[config.mk]
export PLATFORM = sky130hd
export DESIGN_NAME = cpu_sequencer
export DESIGN_NICKNAME = d
export VERILOG_FILES = /design/src/rtl/cpu_seq_pkg.sv /design/src/rtl/cpu_seq_decode.sv /design/src/rtl/cpu_sequencer.sv
export SDC_FILE = /design/constraint.sdc
export NUM_CORES = 1
export LEC_CHECK = 0
export BUFFER_PORTS_ARGS = -buffer_cell sky130_fd_sc_hd__buf_2
export CORE_UTILIZATION = 42
export CTS_CLUSTER_SIZE = 20
export DETAILED_ROUTE_END_ITERATION = 8
export GPL_TIMING_DRIVEN = 1
export PLACE_DENSITY_LB_ADDON = 0.05
export RECOVER_POWER = 25
export SLEW_MARGIN = 20
export SYNTH_ARGS = -nofsm -noshare
export SYNTH_HDL_FRONTEND = slang
export SYNTH_SLANG_ARGS = --single-unit
[constraint.sdc]
create_clock -name clk -period 2.35 [get_ports clk]
set_input_delay 0 -clock clk [delete_from_list [all_inputs] [get_ports clk]]
set_output_delay 0 -clock clk [all_outputs]
set_load 0.05 [all_outputs]
[src/rtl/cpu_seq_pkg.sv]
// Shared encodings for the 8-bit CPU sequencer: opcodes, FSM states and ALU operations.
package cpu_seq_pkg;

  localparam logic [3:0] OP_LD  = 4'h8;
  localparam logic [3:0] OP_ST  = 4'h9;
  localparam logic [3:0] OP_JZ  = 4'hA;
  localparam logic [3:0] OP_JMP = 4'hB;
  localparam logic [3:0] OP_LDI = 4'hC;
  localparam logic [3:0] OP_HLT = 4'hF;

  typedef enum logic [2:0] {
    ST_IDLE      = 3'd0,
    ST_FETCH     = 3'd1,
    ST_DECODE    = 3'd2,
    ST_FETCH_IMM = 3'd3,
    ST_EXEC      = 3'd4,
    ST_MEM       = 3'd5,
    ST_HALT      = 3'd6
  } state_t;

  // ALU opcodes travel unchanged from IR[6:4] to alu_op.
  localparam logic [2:0] ALU_ADD = 3'b000;
  localparam logic [2:0] ALU_SUB = 3'b001;
  localparam logic [2:0] ALU_AND = 3'b010;
  localparam logic [2:0] ALU_OR  = 3'b011;
  localparam logic [2:0] ALU_XOR = 3'b100;
  localparam logic [2:0] ALU_NOT = 3'b101;
  localparam logic [2:0] ALU_SHL = 3'b110;
  localparam logic [2:0] ALU_SHR = 3'b111;

  function automatic logic [3:0] opcode_of(input logic [7:0] insn);
    return insn[7:4];
  endfunction

endpackage

[src/rtl/cpu_seq_decode.sv]
// Combinational instruction classifier: maps an 8-bit instruction byte to its control class.
module cpu_seq_decode
  import cpu_seq_pkg::*;
(
  input  logic [7:0] insn,
  output logic       is_alu,
  output logic       is_ld,
  output logic       is_st,
  output logic       needs_imm,
  output logic       is_jmp,
  output logic       is_jz,
  output logic       is_ldi,
  output logic       is_hlt
);

  logic [3:0] op;

  assign op        = opcode_of(insn);
  assign is_alu    = ~op[3];
  assign is_ld     = (op == OP_LD);
  assign is_st     = (op == OP_ST);
  assign is_jz     = (op == OP_JZ);
  assign is_jmp    = (op == OP_JMP);
  assign is_ldi    = (op == OP_LDI);
  assign is_hlt    = (op == OP_HLT);
  assign needs_imm = is_jz | is_jmp | is_ldi;

endmodule

[src/rtl/cpu_sequencer.sv]
// Multi-cycle FETCH/DECODE/EXEC/MEM control FSM for the 8-bit CPU; owns PC, IR and Z/C flags.
// Define CPU_SEQ_TRACE_EN to add the retire/retire_pc instruction trace outputs.
module cpu_sequencer
  import cpu_seq_pkg::*;
#(
  parameter int                ADDR_W   = 8,
  parameter int                DATA_W   = 8,
  parameter logic [ADDR_W-1:0] RESET_PC = '0
) (
  input  logic              clk,
  input  logic              reset,
  input  logic              run,
  output logic [ADDR_W-1:0] address,
  input  logic [DATA_W-1:0] Instruction,
  output logic [1:0]        rf_rd_addr_a,
  output logic [1:0]        rf_rd_addr_b,
  input  logic [DATA_W-1:0] rf_rd_data_a,
  input  logic [DATA_W-1:0] rf_rd_data_b,
  output logic              rf_we,
  output logic [1:0]        rf_wr_addr,
  output logic [DATA_W-1:0] rf_wr_data,
  output logic [DATA_W-1:0] operanda,
  output logic [DATA_W-1:0] operandb,
  output logic [2:0]        alu_op,
  input  logic [DATA_W-1:0] result,
  input  logic              carry_out,
  input  logic              zero,
  output logic [ADDR_W-1:0] dm_addr,
  output logic [DATA_W-1:0] dm_wdata,
  output logic              dm_we,
  output logic              dm_re,
  input  logic [DATA_W-1:0] dm_rdata,
  output logic              halted
`ifdef CPU_SEQ_TRACE_EN
  ,
  output logic              retire,
  output logic [ADDR_W-1:0] retire_pc
`endif
);

  state_t            state;
  state_t            state_next;
  logic [ADDR_W-1:0] pc;
  logic [DATA_W-1:0] ir;
  logic              z_flag;
  logic              c_flag;

  logic [7:0] dec_in;
  logic       is_alu;
  logic       is_ld;
  logic       is_st;
  logic       needs_imm;
  logic       is_jmp;
  logic       is_jz;
  logic       is_ldi;
  logic       is_hlt;

  // DECODE must classify the byte arriving from memory before it lands in IR.
  assign dec_in = (state == ST_DECODE) ? Instruction[7:0] : ir[7:0];

  cpu_seq_decode u_decode (
    .insn      (dec_in),
    .is_alu    (is_alu),
    .is_ld     (is_ld),
    .is_st     (is_st),
    .needs_imm (needs_imm),
    .is_jmp    (is_jmp),
    .is_jz     (is_jz),
    .is_ldi    (is_ldi),
    .is_hlt    (is_hlt)
  );

  assign address      = pc;
  assign rf_rd_addr_a = ir[3:2];
  assign rf_rd_addr_b = ir[1:0];
  assign halted       = (state == ST_HALT);

  always_ff @(posedge clk or negedge reset) begin
    if (!reset) begin
      state <= ST_IDLE;
    end else begin
      state <= state_next;
    end
  end

  always_comb begin
    state_next = state;
    rf_we      = 1'b0;
    rf_wr_addr = 2'b00;
    rf_wr_data = '0;
    operanda   = '0;
    operandb   = '0;
    alu_op     = 3'b000;
    dm_addr    = '0;
    dm_wdata   = '0;
    dm_we      = 1'b0;
    dm_re      = 1'b0;

    case (state)
      ST_IDLE: begin
        if (run) begin
          state_next = ST_FETCH;
        end
      end
      ST_FETCH: begin
        state_next = ST_DECODE;
      end
      ST_DECODE: begin
        if (is_hlt) begin
          state_next = ST_HALT;
        end else if (needs_imm) begin
          state_next = ST_FETCH_IMM;
        end else begin
          state_next = ST_EXEC;
        end
      end
      ST_FETCH_IMM: begin
        state_next = ST_EXEC;
      end
      ST_EXEC: begin
        state_next = run ? ST_FETCH : ST_IDLE;
        if (is_alu) begin
          operanda   = rf_rd_data_a;
          operandb   = rf_rd_data_b;
          alu_op     = ir[6:4];
          rf_we      = 1'b1;
          rf_wr_addr = ir[3:2];
          rf_wr_data = result;
        end else if (is_ld) begin
          dm_addr    = ADDR_W'(rf_rd_data_b);
          dm_re      = 1'b1;
          state_next = ST_MEM;
        end else if (is_st) begin
          dm_addr  = ADDR_W'(rf_rd_data_b);
          dm_wdata = rf_rd_data_a;
          dm_we    = 1'b1;
        end else if (is_ldi) begin
          rf_we      = 1'b1;
          rf_wr_addr = ir[3:2];
          rf_wr_data = Instruction;
        end
      end
      ST_MEM: begin
        rf_we      = 1'b1;
        rf_wr_addr = ir[3:2];
        rf_wr_data = dm_rdata;
        state_next = run ? ST_FETCH : ST_IDLE;
      end
      ST_HALT: begin
        state_next = ST_HALT;
      end
      default: begin
        state_next = ST_IDLE;
      end
    endcase
  end

  // PC/IR/flag updates; in EXEC the memory data bus carries the immediate byte.
  always_ff @(posedge clk or negedge reset) begin
    if (!reset) begin
      pc     <= RESET_PC;
      ir     <= '0;
      z_flag <= 1'b0;
      c_flag <= 1'b0;
    end else begin
      case (state)
        ST_DECODE: begin
          ir <= Instruction;
          pc <= pc + ADDR_W'(1);
        end
        ST_EXEC: begin
          if (is_alu) begin
            z_flag <= zero;
            c_flag <= carry_out;
          end
          if (is_jmp || (is_jz && z_flag)) begin
            pc <= ADDR_W'(Instruction);
          end else if (is_jz || is_ldi) begin
            pc <= pc + ADDR_W'(1);
          end
        end
        default: begin
        end
      endcase
    end
  end

`ifdef CPU_SEQ_TRACE_EN
  logic [ADDR_W-1:0] op_pc;

  always_ff @(posedge clk or negedge reset) begin
    if (!reset) begin
      op_pc <= RESET_PC;
    end else if (state == ST_DECODE) begin
      op_pc <= pc;
    end
  end

  // HLT retires in its own DECODE cycle, before op_pc has captured it.
  assign retire    = ((state == ST_EXEC) && !is_ld) || (state == ST_MEM) ||
                     ((state == ST_DECODE) && is_hlt);
  assign retire_pc = (state == ST_DECODE) ? pc : op_pc;
`endif

endmodule

# Word level (Yosys, flattened, before mapping)
# Index checks and enable logic that the tools add are counted.
[totals]
register_bits = 20
inputBits = 45
output_inout_bits = 61
elab_cells = 77
[classes]
addsub = 1
eq_ne = 14
n_mux = 47
bitwise = 3
n_reduce_logical = 7
[ops]
columns = ["operator", "n"]
rows = [
  ["8-bit two-way mux", 19],
  ["8-bit case mux with 2 select lines", 2],
  ["4-bit equality test (second input constant)", 6],
  ["3-bit two-way mux", 7],
  ["3-bit case mux with 7 select lines", 1],
  ["1-bit two-way mux", 12],
  ["3-bit equality test (second input constant)", 3],
  ["8-bit by 1-bit adder with 8-bit output (second input constant)", 1],
  ["2-bit two-way mux", 4],
  ["3-bit by 2-bit equality test with 1-bit output (second input constant)", 2],
  ["2-bit case mux with 2 select lines", 1],
  ["2-bit AND reduction", 2],
  ["3-bit by 1-bit equality test with 1-bit output (second input constant)", 1],
  ["3-bit logical NOT", 1],
  ["3-bit != test (second input constant)", 1],
  ["1-bit logical OR", 2],
  ["2-bit != test (second input constant)", 1],
  ["1-bit OR", 2],
  ["1-bit case mux with 2 select lines", 1],
  ["2-bit nonzero test", 1],
  ["1-bit logical AND", 1],
  ["1-bit inverter", 1],
]

# Depth between registers and ports, before layout
# Gate-level depths: netlist (run 1).
[logic_depth]
depth_word = 8
ltp_mapped = 8
ltp_nobuf = 5

# Cells and area by module
# Synthesis (run 1) repeated with hierarchy kept, for this count alone.
[hier_totals]
cells_unflattened = 184
area_unflattened_um2 = 1629.1
[by_module_without_submodules]
columns = ["module", "n_inst", "cells_each", "area_each_um2", "seq_area_each_um2"]
rows = [
  ["cpu_sequencer", 1, 172, 1560.2, 500.5],
  ["cpu_seq_decode", 1, 12, 68.8, 0.0],
]

# Worst setup path before layout (run 1)
# Ideal clock, no wire load.
[synth_path]
kind = "reg2out"
from = "register state[0]"
to = "output rf_wr_addr[0]"
t_arrival_ns = 2.820
t_required_ns = 2.350
path_slack_ns = -0.470
stages_incl_launch_ff = 8
n_path_buf = 2
cell_sequence = "dfrtp_1 buf_2 nor3b_4 buf_2 mux2i_1 nand2_1 a31oi_1 and2_1"
[synth_between]
elab_chain_cells = 8
elab_cells_between_ends = 12
cone_classes = "eq/ne (6); mux (6)"
[synth_rtl]
columns = ["element", "line_no", "rtl"]
rows = [
  ["start: declaration", "cpu_sequencer.sv:41", "state_t state;"],
  ["start signal: assignment", "cpu_sequencer.sv:82", "state <= state_next;"],
  ["3-bit by 2-bit equality test with 1-bit output", "cpu_sequencer.sv:59", "assign dec_in = (state == ST_DECODE) ? Instruction[7:0] : ir[7:0];"],
  ["8-bit two-way mux", "--", ""],
  ["4-bit equality test", "cpu_seq_decode.sv:24", "assign is_ldi = (op == OP_LDI);"],
  ["2-bit two-way mux", "cpu_sequencer.sv:137", "end else if (is_ldi) begin"],
  ["2-bit two-way mux", "cpu_sequencer.sv:133", "end else if (is_st) begin"],
  ["2-bit two-way mux", "cpu_sequencer.sv:129", "end else if (is_ld) begin"],
  ["2-bit two-way mux", "cpu_sequencer.sv:122", "if (is_alu) begin"],
  ["2-bit case mux with 2 select lines (*)", "cpu_sequencer.sv:99", "case (state)"],
  ["end: declaration", "cpu_sequencer.sv:20", "output logic [1:0] rf_wr_addr,"],
]
# Mark *: on every way between the ends. The rest lies on a longest branch, timed or not.

# Final worst setup path (run 1)
[layout_path]
from = "register state[1]"
to = "output dm_wdata[4]"
[layout_between]
elab_chain_cells = 7
elab_cells_between_ends = 9
cone_classes = "eq/ne (4); mux (5)"
[layout_rtl]
columns = ["element", "line_no", "rtl"]
rows = [
  ["3-bit by 2-bit equality test with 1-bit output", "cpu_sequencer.sv:59", ""],
  ["8-bit two-way mux", "--", ""],
  ["4-bit equality test", "cpu_seq_decode.sv:21", "assign is_st = (op == OP_ST);"],
  ["8-bit two-way mux", "cpu_sequencer.sv:133", ""],
  ["8-bit two-way mux", "cpu_sequencer.sv:129", ""],
  ["8-bit two-way mux", "cpu_sequencer.sv:122", ""],
  ["8-bit two-way mux (*)", "cpu_sequencer.sv:99", ""],
  ["end: declaration", "cpu_sequencer.sv:29", "output logic [DATA_W-1:0] dm_wdata,"],
]
# Marked as above.

==> results of run 1 <==
[power breakdown]
part           switching [W]  internal, W  total [W]
Combinational        0.00139     0.000611    0.00200
Clock               0.000123     0.000228   0.000350
Sequential          0.000185     0.000517   0.000702
Total                0.00170      0.00136    0.00305
[flip-flops by register name (all words and copies together), names as in the netlist]
signal   cells
address      8
ir           8
state        3
z_flag       1
[kinds of logic (layout without fill, tap and decap cells)]
group           Yosys count  after routing
simple gates             91             91
compound gates           36             36
buf+inv                  23            130
flops                    20             20
mux                      16             16
fa+ha+maj                 1              1
xor+xnor                  1              1
[Yosys cell counts]
library cell and count:
a211oi_4 1, and3_1 12, nand2_1 25, nand2b_1 3
nand2b_2 1, buf_4 4, o21a_1 1, a31oi_1 1
clkbuf_1 5, a221oi_2 1, or3_1 2, nor3b_2 1
o21ai_0 11, a21oi_1 3, a31o_2 1, a21o_1 2
dfrtp_1 20, clkbuf_2 1, nor2b_1 1, nand3_1 2
nor3_1 3, buf_2 2, xnor2_1 1, o2bb2ai_1 3
mux2_2 4, or3b_1 1, and2_1 31, nor2_1 7
inv_1 10, mux2i_1 12, a22oi_1 11, nor3b_4 1
buf_6 1, nor3b_1 1, ha_1 1, a32oi_1 1
[worst max-delay path by stage]
stage	start	endpoint	slack (ns)	depth (start not counted)
floorplan	state[0]	rf_wr_addr[0]	0.003	7
global placement	state[2]	rf_wr_data[5]	0.27	6
detailed placement	state[1]	address[3]	0.24	6
CTS	state[1]	dm_wdata[0]	0.02	6
global route	state[2]	rf_wr_data[5]	-0.002	6
finish	state[1]	dm_wdata[4]	0.11	6
[metrics by stage]
step	instance area (um2)	std cells	utilization	total power, W	setup WS [ns]
2_1_floorplan	1580	188	-	0.00224	0.00347
3_3_place_gp	2150	331	0.624	0.00263	0.273
3_5_place_dp	2150	331	0.624	0.00264	0.237
4_1_cts	2260	339	0.656	0.00302	0.0211
5_1_grt	2300	341	0.668	0.00323	-0.00167
6_report	2300	341	0.668	0.00305	0.107
[what timing repair did]
item / in CTS / in global routing
endpoints found under the setup margin: 9 / 28
pin swaps: 0 / 1
hold endpoints to repair: 21 / 0
hold buffers: 2 / 0
setup buffers: 2 / 2
gates resized for setup: 1 / 14
[cell type report]
type	count	share of cell area
multi-input combinational	145	0.429
timing repair buffer	116	0.280
sequential	20	0.219
tap	46	0.0250
clock buffer	3	0.0180
inverter	10	0.0163
clock inverter	1	0.0131
[layer usage]
metal | track usage | up-vias
met5 | 0 | -
met4 | 0.0669 | 0
met3 | 0.0417 | 5
met2 | 0.364 | 57
met1 | 0.298 | 776
li1 | - | 858
==> flow_summary.yaml, run 1 <==
outcome:
  status: "finished, final reports clean"
clock_network:
  clock_latency_ns: 0.27
  cts_inserted_buffers: 3
  htreeDepth: 1
  root_buffer: "clkbuf_8"
  cts_tree: "built"
  cts.sink_count: 20
  clkTransAtPathRegs_ns: 0.08
  clk_path_buf_depth: 2
floorplanning:
  io_pins: 106
  start_util: 0.455
  die_area_um2: 3980
  die_w_um: 63.1
  fp-row-count: 21
  die_h_um: 63.1
  core_um2: 3440
cells_and_area:
  diodes: 0
  multi_input_area_um2: 986
  drive_gt1_frac: 0.444
  nets: 342
  final_cell_mix: "90 x buf_2, 31 x and2_1, 25 x nand2_1"
  final-seq-area_um2: 503
  final_common_cell: "buf_2"
  syn_to_final_growth_pct: 46.7
  fillers: 311
place:
  port_buffers: 104
  dpl.hpwl_um: 3380
  gp_congestion: 0.763
drt:
  vias: 1696
  dr.max_layer_used: "met4"
  wl_met1_um: 2010
  drtIter0Drc: 56
  ant_nets: 0
  dr_wl_met2_um: 2150
  vias_per_cell: 4.97
  dr_wl_met3_um: 245
  wl_per_cell_um: 13.0
  drtPass1Iterations: 4
  wirelength_um: 4450
  drc: 0
flow_run:
  drv_cap: 0
critical_path:
  cpPeakStageDelay_ns: 0.45
  crit_path_end_kind: "output port"
  criticalPathCategory: "reg -> out"
  crit_arrival_ns: 2.24
  rr_startpoint: "state[1]"
  rr_endpoint: "address[3]"
  start_kind: "register"
  regToRegSetupSlack_ns: 0.31
  critPathBufInv: 2
  crit_required_ns: 2.35
  cpLargestDelayFamily: "simple AND/OR/NAND/NOR gates"
  r2r_cells: 6
  cp_slowest_cell: "dfrtp_2"
  path_max_fanout: 18
  crit_path_cell_trace: "nand2b_2 > or3b_4 > nor3b_2 > buf_4 > and3_1 > buf_2"
global_routing:
  grt_pass1_wl_um: 7130
  grt_pass1_vias: 1545
  grt_max_degree: 22
  antenna_found_initial: 0
  gr-total-overflow: 0
  grt_usage: 0.224
synthesis:
  yosys.area.top_type: "dfrtp_1"
  yosys.area_share.simple: 0.324
  synth_xor_area_frac: 0.00559
  synthesis.nets: 234
  avgSynthCellArea_um2: 8.34
  synth_compound_area_frac: 0.166
  synth_warnings: 0
  synth_top_family_by_area: "simple AND/OR/NAND/NOR gates"
  yosysUniqueCellTypes: 36
  synth_seq_area_share: 0.319
  synthMuxAreaShare: 0.105
  syn_area_um2: 1570
  ys_ff_latch: 20
  synthAdderAreaFrac: 0.00798
  synth_area_leaders: "dfrtp_1 32%, and2_1 12%, mux2i_1 7.7%"
  syn_inst: 188
  synth_top_area_frac: 0.319
power_and_ir_drop:
  ir_worst_vdd_uv: 687
  leakage_nw: 1.26
  p_per_area_nw_per_um2: 1330
timing:
  worst_pin_slew_ns: 1.11
  fin_crit_sh: 0.954
  fin_skew_ns: 0.00541
  maxSlewHeadroom: 0.261
  setup_viol_count_final: 0
  fin_tns_setup_ns: 0
  final_hold_viol_count: 0
  fin_hold_ws_ns: 0.00869
  period_minus_slack_ns: 2.24
  fmax_mhz: 446
  final-max-slew-violation-count: 0
hold_path:
  hold_start: "Instruction[1]"
  hold-path-endpoint: "ir[1]"
  min_path_type: "in -> reg"
  hold_depth: 2
Power figures use the tool's default switching activity.
==> run 2: changes to the inputs <==
Settings changed: CORE_MARGIN from default to 2.
==> flow_summary.yaml, run 2 (synthesis results as in run 1) <==
clock_network:
  clock_latency_ns: 0.25
  cts_tree: "built"
  cts_inserted_buffers: 3
  root_buffer: "clkbuf_8"
  htreeDepth: 1
  clkTransAtPathRegs_ns: 0.07
  cts.sink_count: 20
  clk_path_buf_depth: 2
critical_path:
  crit_path_cell_trace: "nor3b_4 > mux2i_1 > nor3b_2 > buf_4 > and3_1 > buf_2"
  crit_path_end_kind: "output port"
  path_max_fanout: 18
  critical_path_cell_count: 6
  cpPeakStageDelay_ns: 0.47
  crit_required_ns: 2.35
  crit_arrival_ns: 2.26
  critPathBufInv: 2
  criticalPathCategory: "reg -> out"
  cpLargestDelayFamily: "simple AND/OR/NAND/NOR gates"
  rr_startpoint: "state[2]"
  r2r_cells: 6
  cp_slowest_cell: "dfrtp_2"
  start_kind: "register"
  regToRegSetupSlack_ns: 0.27
  rr_endpoint: "state[2]"
timing:
  maxSlewHeadroom: 0.283
  setup_viol_count_final: 0
  fin_crit_sh: 0.963
  period_minus_slack_ns: 2.26
  fin_skew_ns: 0.00271
  final_hold_viol_count: 0
  setup_ws_ns: 0.0868
  final-max-slew-violation-count: 0
  worst_pin_slew_ns: 1.08
  fmax_mhz: 442
global_routing:
  grt_pass1_wl_um: 6820
  grt_pass1_vias: 1500
  antenna_found_initial: 0
  grt_usage: 0.199
  gr-total-overflow: 0
  grt_max_degree: 30
place:
  port_buffers: 104
  gp_congestion: 0.816
  preCtsSetupSlack_ns: 0.260
  dpl.hpwl_um: 3300
cells_and_area:
  final_cell_mix: "93 x buf_2, 31 x and2_1, 25 x nand2_1"
  final_common_cell: "buf_2"
  syn_to_final_growth_pct: 44.7
  nets: 340
  drive_gt1_frac: 0.444
  diodes: 0
  fillers: 354
hold_path:
  hold_depth: 3
  hold_start: "Instruction[0]"
  hold-path-endpoint: "address[0]"
  min_path_type: "in -> reg"
floorplanning:
  die_w_um: 65.1
  die_h_um: 65.1
  start_util: 0.431
  core_um2: 3630
  die_area_um2: 4240
  fp-row-count: 22
  io_pins: 106
power_and_ir_drop:
  ir_worst_vdd_uv: 726
  p_per_area_nw_per_um2: 1300
  total_power_w: 0.00295
  leakage_nw: 1.25
drt:
  drtIter0Drc: 104
  drc: 0
  vias: 1703
  vias_per_cell: 4.99
  ant_nets: 0
  drtPass1Iterations: 4
  wl_per_cell_um: 12.7
  wirelength_um: 4350
outcome:
  status: "finished, final reports clean"
flow_run:
  drv_cap: 0
[run 2: cell types whose count changed in the layout (fill, tap and decap cells not counted), sizes merged]
cell    previous run  this run
clkbuf            16        14
buf              101       102
bufinv             1         0
[run 2: cell type report]
type / instances / area (um2) / share of cell area
clock buffers: 4 / 55.1 / 0.0243
repair buffers: 114 / 626 / 0.276
flip-flops and latches: 20 / 503 / 0.222
inverters: 10 / 37.5 / 0.0165
well taps: 48 / 60.1 / 0.0265
multi-input cells: 145 / 987 / 0.435
[run 2: stage by stage]
step,std cells,TNS (ns),instance area (um2),utilization,hold slack (ns)
2_1_floorplan,188,0,1580,-,-0.296
3_3_place_gp,333,0,2150,0.592,-0.0243
3_5_place_dp,333,0,2150,0.592,-0.0264
4_1_cts,340,0,2230,0.615,0.0183
5_1_grt,341,-0.0925,2270,0.624,0.0224
6_report,341,0,2270,0.624,0.0222
[run 2: worst max path at each step]
stage                         from            end  slack (ns)
after global routing      state[2]    dm_wdata[7]       -0.02
after global placement    state[2]          dm_re        0.28
after detailed placement  state[2]     address[5]        0.26
after floorplan           state[0]  rf_wr_addr[0]       0.003
final                     state[2]    dm_wdata[2]        0.09
after CTS                 state[2]          dm_re        0.03
[run 2: repair_timing]
action / 4_1_cts / 5_1_grt
resized for setup: 0 / 14
buffers inserted: 1 / 1
endpoints found under the hold margin: 21 / 0
endpoints found under the setup margin: 2 / 27
pin swaps: 1 / 1
hold buffers: 2 / 0
[run 2: routing by layer]
layer  GRT usage  routed length [um]  vias to the layer above
li1            -                   -                      851
met1       0.261                1910                      789
met2       0.354                2220                       63
met3      0.0394                 221                        0
met4      0.0156                   0                        0
met5           0                   0                        -
[run 2: power by group]
part | switching (W) | internal [W]
Sequential | 0.000181 | 0.000517
Combinational | 0.00139 | 0.000607
Clock | 0.000109 | 0.000149
Total | 0.00168 | 0.00127
[run 2: worst reg2reg max path: cells and delay by family, from the launching register on]
kind            cells  cell delay, ns
flops               1            0.47
buf+inv             2            0.35
compound gates      2            0.36
simple gates        2            0.80
